### config.mk
export PLATFORM = sky130hd
export DESIGN_NAME = pc_fetch_unit
export DESIGN_NICKNAME = d
export VERILOG_FILES = /design/src/rtl/mips_pkg.sv /design/src/rtl/pc_next_logic.sv /design/src/rtl/pc_fetch_unit.sv
export SDC_FILE = /design/constraint.sdc
export NUM_CORES = 1
export LEC_CHECK = 0
export CAP_MARGIN = 10
export CORE_ASPECT_RATIO = 1.5
export CORE_MARGIN = 2
export CORE_UTILIZATION = 44
export DETAILED_ROUTE_END_ITERATION = 6
export PLACE_DENSITY = 0.78
export SYNTH_ARGS = -nofsm -noshare
export SYNTH_HDL_FRONTEND = slang
export SYNTH_SLANG_ARGS = --single-unit
### constraint.sdc
create_clock -name clk -period 4.15 [get_ports clk]
set_input_delay 1.245 -clock clk [delete_from_list [all_inputs] [get_ports clk]]
set_output_delay 1.245 -clock clk [all_outputs]
set_load 0.005 [all_outputs]
### src/rtl/mips_pkg.sv
// Shared MIPS-style pipeline definitions: default widths, fetch FSM encoding,
// next-PC selector and offset sign extension.
package mips_pkg;

  localparam int              DEF_ADDR_W   = 16;
  localparam int              DEF_INSTR_W  = 32;
  localparam logic [15:0]     DEF_RESET_PC = 16'h0000;

  typedef enum logic [1:0] {
    IDLE = 2'd0,
    REQ  = 2'd1,
    CAP  = 2'd2,
    DONE = 2'd3
  } fetch_state_t;

  typedef enum logic [1:0] {
    PC_HOLD   = 2'd0,
    PC_INC    = 2'd1,
    PC_JUMP   = 2'd2,
    PC_BRANCH = 2'd3
  } pc_op_t;

  // Wide enough for any PC width up to 32; callers size-cast the result.
  function automatic logic [31:0] sext16(input logic [15:0] v);
    return {{16{v[15]}}, v};
  endfunction

endpackage

### src/rtl/pc_next_logic.sv
// Combinational next-PC select; all arithmetic wraps modulo 2^ADDR_W.
module pc_next_logic
  import mips_pkg::*;
#(
  parameter int ADDR_W = DEF_ADDR_W
) (
  input  pc_op_t            op,
  input  logic [ADDR_W-1:0] pc,
  input  logic [ADDR_W-1:0] jump_target,
  input  logic [15:0]       br_offset,
  output logic [ADDR_W-1:0] pc_nxt
);

  always_comb begin
    pc_nxt = pc;
    case (op)
      PC_INC:    pc_nxt = pc + ADDR_W'(1);
      PC_JUMP:   pc_nxt = jump_target;
      PC_BRANCH: pc_nxt = pc + ADDR_W'(sext16(br_offset));
      default:   pc_nxt = pc;
    endcase
  end

endmodule

### src/rtl/pc_fetch_unit.sv
// PC register and 4-state instruction fetch sequencer driven by the control
// unit's one-hot IF/JU/BR/SK strobes; the BRAM lives outside behind imem_*.
module pc_fetch_unit
  import mips_pkg::*;
#(
  parameter int                ADDR_W   = DEF_ADDR_W,
  parameter int                INSTR_W  = DEF_INSTR_W,
  parameter logic [ADDR_W-1:0] RESET_PC = DEF_RESET_PC
) (
  input  logic               clk,
  input  logic               rst_n,
  input  logic               top_en,
  input  logic               IF,
  input  logic               JU,
  input  logic               BR,
  input  logic               SK,
  input  logic               cond,
  input  logic [ADDR_W-1:0]  jump_target,
  input  logic [15:0]        br_offset,
  output logic               imem_en,
  output logic [ADDR_W-1:0]  imem_addr,
  input  logic [INSTR_W-1:0] imem_rdata,
  output logic [INSTR_W-1:0] instr,
  output logic               instr_valid,
  output logic [ADDR_W-1:0]  pc,
  output logic               busy
);

  fetch_state_t      state, state_nxt;
  pc_op_t            pc_op;
  logic [ADDR_W-1:0] pc_nxt;
  logic              fetch_go;
  logic              collide;
  logic              collision;

  pc_next_logic #(.ADDR_W(ADDR_W)) u_pc_next (
    .op          (pc_op),
    .pc          (pc),
    .jump_target (jump_target),
    .br_offset   (br_offset),
    .pc_nxt      (pc_nxt)
  );

  // Strobes only matter in IDLE with top_en; highest-priority one wins and
  // any lower one in the same cycle is dropped and logged in collision.
  always_comb begin
    state_nxt = state;
    pc_op     = PC_HOLD;
    fetch_go  = 1'b0;
    collide   = 1'b0;
    case (state)
      IDLE: begin
        if (top_en) begin
          if (IF) begin
            fetch_go  = 1'b1;
            state_nxt = REQ;
            collide   = JU | BR | SK;
          end else if (JU) begin
            pc_op   = PC_JUMP;
            collide = BR | SK;
          end else if (BR) begin
            if (cond) pc_op = PC_BRANCH;
            collide = SK;
          end else if (SK) begin
            if (cond) pc_op = PC_INC;
          end
        end
      end
      REQ:     state_nxt = CAP;
      CAP: begin
        state_nxt = DONE;
        pc_op     = PC_INC;
      end
      DONE:    state_nxt = IDLE;
      default: state_nxt = IDLE;
    endcase
  end

  always_ff @(posedge clk or negedge rst_n) begin
    if (!rst_n) begin
      state     <= IDLE;
      pc        <= RESET_PC;
      instr     <= '0;
      imem_addr <= RESET_PC;
      collision <= 1'b0;
    end else begin
      state     <= state_nxt;
      pc        <= pc_nxt;
      collision <= collision | collide;
      if (fetch_go)      imem_addr <= pc;
      if (state == CAP)  instr     <= imem_rdata;
    end
  end

  assign imem_en     = (state == REQ);
  assign instr_valid = (state == DONE);
  assign busy        = (state != IDLE);

endmodule

Yosys cells after proc, flatten, opt, wreduce, memory -nomap -nowiden
Index checks and enable logic that the tools add are counted.

word-level totals
  bits in registers = 66
  input bits = 72
  output and inout port bits = 67

operators by class
  $add $sub $neg = 2
  eq/ne operators = 8
  muxes and demuxes = 15
  reductions and logical operators = 4

operators with widths
  operator               number
  $pmux 16 s3            1
  $add 16x1->16 const B  1
  $add 16x16->16         1
  $mux 2                 7
  $eq 2x2->1 const B     4
  $pmux 2 s4             1
  $mux 1                 5
  $eq 2x1->1 const B     2
  $ne 2x2->1 const B     2
  $pmux 2 s2             1
  $reduce_bool 3->1      1
  $logic_not 2->1        1
  $reduce_and 2->1       1
  $reduce_bool 2->1      1

Depth between registers and ports, before layout
Gate-level depths: netlist (run 1).

  word-level depth = 9
  gate-level depth with buffers = 16
  gate-level depth less buffers = 13

By module
From an unflattened synthesis (run 1), not the netlist that was laid out.

second synthesis, totals
  cells, all modules = 314
  area total of the unflattened synthesis = 3631.0 µm²

modules (own cells, without submodules)
  module         instances  cells an instance  area an instance (µm²)  sequential area each (µm²)
  pc_fetch_unit  1          139                2413.6                  1651.6
  pc_next_logic  1          175                1217.4                  0.0

Least setup slack after synthesis (run 1)
Ideal clock, no wire load.

  path type = input to register
  start point = in IF
  end point = reg pc[12]
  library setup time = 0.136 ns
  arrival time = 3.723 ns
  required time = 4.014 ns
  slack = 0.291 ns
  stages on the path = 12
  path buffers = 1
  path through = and3b_1 nand2_1 buf_2 or3_1 ha_1 fa_1 a211oi_1 o21ai_1 a41oi_1 a21oi_1 xnor2_1 a21oi_1

on the way
  longest elaborated chain between the ends = 5
  elaborated cells between the ends (all ways) = 8
  classes of those cells = 3 x eq/ne; 4 x mux; 1 x reduce/logical

RTL lines
  element                                           RTL line             RTL
  start: declaration                                pc_fetch_unit.sv:13  input logic IF,
  $mux 2 (*)                                        pc_fetch_unit.sv:54  if (IF) begin
  $mux 2 (*)                                        pc_fetch_unit.sv:53  if (top_en) begin
  $pmux 2 s2 (*)                                    pc_fetch_unit.sv:51  case (state)
  $eq 2x2->1 or $eq 2x1->1 (tied branches)          pc_next_logic.sv:16  case (op)
  $pmux 16 s3 or $reduce_bool 3->1 (tied branches)  -
  end signal: assignment                            pc_fetch_unit.sv:88  pc <= pc_nxt;
  end: declaration                                  pc_fetch_unit.sv:25  output logic [ADDR_W-1:0] pc,

Every way passes the cells marked *; elsewhere a longest branch is shown, timed or not.
A chain may end at the register's enable or synchronous reset.

Worst setup path in the final report (run 1)
  start point = in IF
  end point = reg pc[11]

The elaborated chain is that of the path after synthesis.

==> results of run 1 <==
[cells by family (layout without fill, tap and decap cells)]
kind of cell             after synthesis  in the layout  synth area share, %
AO/OA/AOI/OAI                         56             56                 10.4
XOR/XNOR                               9              9                 2.22
adder cells (fa/ha/maj)               21             21                 7.61
buffers and inverters                 20            185                 2.29
flip-flops                            66             66                 46.5
multiplexers                          69             69                 21.3
AND/OR/NAND/NOR                       65             65                 9.66
[metal layers]
metal	up-vias	GRT usage [%]	share of wire, %
met5	-	0	0
li1	1423	-	-
met3	15	4.35	5.1
met1	1421	25.3	41
met2	101	39.0	52
met4	0	8.45	2.0
[metrics by stage]
stage | TNS (ps) | hold WS (ps) | total power (uW) | area, um^2 | cells
after global routing | 0 | 515 | 3950 | 5510 | 576
after global placement | -452 | 487 | 2880 | 5190 | 560
final | 0 | 501 | 3710 | 5510 | 576
after CTS | 0 | 503 | 3730 | 5490 | 576
after floorplan | 0 | 504 | 1980 | 3550 | 306
after detailed placement | -1440 | 492 | 2940 | 5190 | 560
[sequential cells by signal, indices dropped and copies added, names as in the netlist]
signal and cells:
imem_addr 16, state 2, instr 32, pc 16
[cells in the final DEF, fill, tap and decap left out, drive strengths merged, types with 6 or more instances in the layout]
cell	count
clkbuf	12
and2	14
a21o	8
dfrtp	66
nand2	12
mux2	52
clkdlybuf4s50	137
ha	20
a21oi	14
o21ai	14
buf	26
nor2	16
mux2i	17
inv	6
[cell usage after synthesis (3+ instances only)]
library cell	count	area, um^2
dfrtp_1	66	1650
mux2_2	52	586
ha_1	20	250
mux2i_1	17	170
nor2_1	16	60.1
a21oi_1	14	70.1
and2_1	14	87.6
nand2_1	12	45.0
o21ai_0	11	55.1
clkbuf_1	8	30.0
a21o_1	7	52.6
inv_1	6	22.5
nand4_1	5	31.3
xnor2_1	5	43.8
a211oi_1	4	30.0
xor2_1	4	35.0
buf_1	3	11.3
nor3b_1	3	22.5
o21a_1	3	22.5
or3_1	3	18.8
[power breakdown]
group | switching, uW | leakage, uW | internal [uW]
sequential | 202 | 0.000789 | 955
combinational | 663 | 0.00155 | 1120
clock | 273 | 0.000145 | 496
total | 1140 | 0.00249 | 2570
[final timing paths]
| path | from | endpoint | slack, ps | cells past startpoint |
|---|---|---|---|---|
| worst max-delay path | IF | pc[11] | 250 | 14 |
| worst min-delay path | instr[27] | instr[27] | 500 | 1 |
| worst max register to register | state[1] | pc[11] | 950 | 15 |
| worst min register to register | instr[27] | instr[27] | 500 | 1 |
| max in group asynchronous | rst_n | instr[7] | 2200 | 2 |
| min in group asynchronous | rst_n | instr[25] | 1040 | 1 |
[area by class of cell]
cell class | count | area, um^2
sequential | 66 | 1650
multi-input combinational | 220 | 1830
tap | 105 | 131
inverter | 6 | 22.5
fill | 600 | 2400
clock inverter | 4 | 50.0
clock buffer | 12 | 256
timing repair buffer | 163 | 1560
==> results.yml, run 1 <==
yosys:
  yosysUniqueCellTypes: 47
  netlist_instances: 306
  synth_edf_count: 0
  synthFlopType: "dfrtp_1"
  synth_area_per_cell_um2: 11.6
  synthesis.nets: 399
  syn_area_um2: 3550
  ys_warn_count: 0
  synthArstFlopShare_pct: 100
  synth-seq-area-share_pct: 46.5
  ys_ff_latch: 66
critical_path:
  critPathSlowestCell: "clkdlybuf4s50_1"
  critPathMaxFanout: 7
  crit_type: "primary input to flop"
  path_cells: "clkdlybuf4s50_1 > and3b_1 > nand2_1 > buf_4 > nor2_2 > and2_1 > ha_1 > a211o_1 > o211ai_2 > o2bb2ai_2 > buf_4 > o21a_1 > xor2_1 > a21oi_1"
  worstPathRequired_ps: 4340
  cp_top_family: "simple AND/OR/NAND/NOR gates"
  path_common_cell: "buf_4"
  crit_path_end_kind: "flop"
  cpPeakStageDelay_ps: 450
  crit_buf_inv: 3
  cp-start-kind: "primary input"
  critPathArrivalTime_ps: 4090
min_path:
  min_path_type: "flop to flop"
grt:
  first_global_vias: 3097
  grt_usage_pct: 21.7
  grt_pass1_wl_um: 15000
  grt_max_degree: 41
  antenna_found_initial: 0
  grt.overflow.total: 0
clocking:
  root_buffer: "clkbuf_16"
  clk_latency_ps: 330
  cts_tree: "yes"
  clk_pin_slew_ps: 50
  cts_buffers: 9
  clock_path_buffers: 2
  clock_sinks: 66
  ctsResizeCount: 0
  post_cts_buffers: 0
  htree_levels: 3
  cts_hold_buf: 0
timing:
  slew_headroom_pct: 41.0
  finalHoldViolations: 0
  worst_pin_slew_ps: 885
  finalMaxSlewViolations: 0
  period_minus_slack_ps: 3900
  max_freq_ghz: 0.256
  setup_viol: 0
  setup_ws_ps: 249
  period_share_pct: 94.0
  fin_skew_ps: 7.92
  rsz0062_at_grt: "false"
detailed_routing:
  route.detailed.drc: 0
  drt_wl_total_um: 9170
  drtIter0Drc: 90
  vias_per_cell: 5.14
  ant_nets: 0
  route.vias.total: 2960
  avgRoutedWirePerCell_um: 15.9
  first_pass_iters: 4
flow_run:
  drv_cap: 0
power:
  p_per_area_nw_per_um2: 673
  p_leak_uw: 0.00249
  vdd_drop_max_mv: 0.273
floorplan:
  fp.dieW_um: 77.4
  die_height_um: 114
  initial_core_util_pct: 44.9
  rows: 40
  core_um2: 7910
  dieArea_um2: 8820
  ios: 139
place:
  gp_congestion: 0.879
  post-place-ws_ps: -252
  dp_hpwl_um: 6900
  portBuffers: 138
cells_and_area:
  antenna_cells: 0
  drive_gt1_share_pct: 22.1
  layout.nets: 559
  utilization_pct: 69.7
  syn_to_final_growth_pct: 55.1
status:
  status: "finished, final reports clean"
Note: power is estimated with default switching activity, not from simulation.
==> run 2: changes to the inputs <==
- CTS_CLUSTER_DIAMETER: unset -> 80
- PLACE_DENSITY: 0.78 -> 0.77
- SKIP_CTS_REPAIR_TIMING: unset -> 1
- SYNTH_HIERARCHICAL: unset -> 1
==> run 2 against run 1 <==
  * Utilization rose by 1.2 points
  * Hold slack got worse by 0.76 ps
  * Fmax fell by 1.2%
  * Clock power rose by 7.9%
  * Register-to-register slack got worse by 150 ps
  * Final cell count rose by 2.4%
  * Worst setup slack got worse by 49 ps
  * Critical path depth fell by 1
  * Largest power group unchanged
  * Highest routed layer unchanged
==> results.yml, run 2 <==
place:
  dp.cells: 574
  dp_hpwl_um: 7680
  portBuffers: 138
  post-place-ws_ps: -127
  gp_congestion: 0.938
critical_path:
  ff2ff_path_depth: 14
  crit_buf_inv: 3
  r2r_end: "pc[12]"
  cp_top_family: "simple AND/OR/NAND/NOR gates"
  critPathSlowestCell: "clkdlybuf4s50_1"
  rr_startpoint: "state[0]"
  critPathMaxFanout: 19
  path_cells: "clkdlybuf4s50_1 > nand2_1 > buf_4 > nor3_2 > buf_12 > nand3_1 > fa_1 > nor2b_1 > o211ai_2 > a31oi_2 > o22a_1 > and3_1 > o32ai_1"
  r2r_slack_ps: 800
  crit_path_end_kind: "flop"
  critPathArrivalTime_ps: 4150
  worstPathRequired_ps: 4350
  crit_start: "top_en"
  endpoint: "pc[12]"
  path_depth: 13
  crit_type: "primary input to flop"
  cp-start-kind: "primary input"
  cpPeakStageDelay_ps: 480
yosys:
  synth_mux_area_share_pct: 20.2
  synth_compound_area_share_pct: 11.7
  synth-seq-area-share_pct: 45.5
  synthXorXnorAreaFrac_pct: 2.89
  synth_area_per_cell_um2: 11.6
  synthArstFlopShare_pct: 100
  synth_fa_ha_area_share_pct: 7.44
  synth_area_leaders: "dfrtp_1 (45%), mux2_2 (13%), ha_1 (6.9%), mux2_4 (4.1%), mux2i_1 (3.0%)"
  synth_top_family_by_area: "multiplexers"
  syn_area_um2: 3630
  netlist_instances: 314
  synth_top_area_share_pct: 45.5
  yosysUniqueCellTypes: 48
  synth_common_cells: "dfrtp_1 (66), mux2_2 (42), nand2_1 (24)"
  synthesis.nets: 407
  ys_ff_latch: 66
  synth_largest_area_cell: "dfrtp_1"
  yosysMostFrequentCell: "dfrtp_1"
  synth_edf_count: 0
  ys_warn_count: 6
  synth-simple-area-share_pct: 9.10
  synthFlopType: "dfrtp_1"
clocking:
  cts_buffers: 9
  clk_latency_ps: 330
  htree_levels: 3
  clock_path_buffers: 2
  root_buffer: "clkbuf_16"
  cts_tree: "yes"
  clock_sinks: 66
  clk_pin_slew_ps: 60
timing:
  period_share_pct: 95.2
  slew_headroom_pct: 54.9
  worst_pin_slew_ps: 676
  finalMaxSlewViolations: 0
  max_freq_ghz: 0.253
  period_minus_slack_ps: 3950
  finalHoldViolations: 0
  setup_ws_ps: 200
  rsz0062_at_grt: "false"
  fin_skew_ps: 4.05
  setup_viol: 0
grt:
  grt_max_degree: 56
  antenna_found_initial: 0
  grt_pass1_wl_um: 15500
  grt.overflow.total: 0
  first_global_vias: 3220
  grt_usage_pct: 22.5
min_path:
  min_path_type: "flop to flop"
cells_and_area:
  fin_cells: 590
  drive_gt1_share_pct: 22.5
  largest-register: "instr"
  largest_reg_flops: 32
  antenna_cells: 0
  layout.cells.most_common: "clkdlybuf4s50_1"
  final_cell_mix: "clkdlybuf4s50_1 (137), dfrtp_1 (66), mux2_2 (42), buf_4 (31), nand2_1 (24)"
  syn_to_final_growth_pct: 56.2
  layout.nets: 573
  reg_top3: "instr x32, imem_addr x16, pc x16"
power:
  vdd_drop_max_mv: 0.300
  p_leak_uw: 0.00254
  p_per_area_nw_per_um2: 680
floorplan:
  rows: 40
  ios: 139
  core_um2: 8010
  fp.dieW_um: 78.2
  initial_core_util_pct: 45.3
  die_height_um: 115
  dieArea_um2: 9010
detailed_routing:
  first_pass_iters: 4
  avgRoutedWirePerCell_um: 16.6
  drt_wl_total_um: 9820
  route.vias.total: 3147
  ant_nets: 0
  vias_per_cell: 5.33
  route.detailed.drc: 0
  drtIter0Drc: 135
flow_run:
  drv_cap: 0
status:
  status: "finished, final reports clean"
## run 2: changes by cell type after synthesis, moves of 5 or more
cell / delta
mux2_2: -10
and3_1: +13
nand2_1: +12
o21ai_0: +6
mux2i_1: -6
mux2_4: +10
and2_1: -11
nand4_1: -5
nor2_1: -12
## run 2: worst min-delay path by stage
stage / start / endpoint / depth (start not counted)
5_1_grt: imem_addr[12] / imem_addr[12] / 1
3_5_place_dp: instr[17] / instr[17] / 1
3_3_place_gp: instr[15] / instr[15] / 1
2_1_floorplan: imem_addr[10] / imem_addr[10] / 1
6_report: imem_addr[9] / imem_addr[9] / 1
4_1_cts: instr[17] / instr[17] / 1
## run 2: per-layer routing
| layer | vias to the layer above | share of wire [%] | GRT usage (%) |
|---|---|---|---|
| li1 | 1469 | - | - |
| met1 | 1515 | 38 | 23.4 |
| met2 | 126 | 53 | 41.5 |
| met3 | 37 | 4.3 | 4.00 |
| met4 | 0 | 4.8 | 14.0 |
| met5 | - | 0 | 0 |
## run 2: through the flow
stage               TNS (ps)  utilization (%)  power [uW]  instance area, um^2  hold slack, ps
finish                     0             70.8        3860                 5670             500
global route               0             70.8        4110                 5670             516
CTS                        0             70.8        3900                 5670             506
detailed placement      -347             66.7        3050                 5340             494
global placement        -142             66.7        2990                 5340             487
floorplan                  0                -        2020                 3630             504
## run 2: logic make-up (layout without fill, tap and decap cells)
kind of cell | after synthesis | count (layout)
xor+xnor | 12 | 12
flops | 66 | 66
simple gates | 64 | 64
buf+inv | 25 | 196
mux | 63 | 63
fa+ha+maj | 21 | 21
compound gates | 63 | 63
## run 2: power by group
group	internal [uW]	switching, uW	total (uW)
clock	559	271	830
combinational	1180	690	1870
sequential	955	204	1160
total	2690	1170	3860
## run 2: area by class of cell
class,count,area [um^2]
Timing Repair Buffer,171,1650
Inverter,9,33.8
Multi-Input combinational cell,223,1880
Tap cell,105,131
Clock inverter,4,73.8
Clock buffer,12,256
Fill cell,614,2330
Sequential cell,66,1650
## run 2: worst reg2reg max path, cell delays in order (launching register included)
cell and delay, ps:
dfrtp_1 400, inv_1 130, ha_1 250, nand2_1 110, buf_4 140, nor3_2 250, buf_12 200, nand3_1 140
fa_1 430, nor2b_1 210, o211ai_2 120, a31oi_2 290, o22a_1 290, and3_1 190, o32ai_1 90
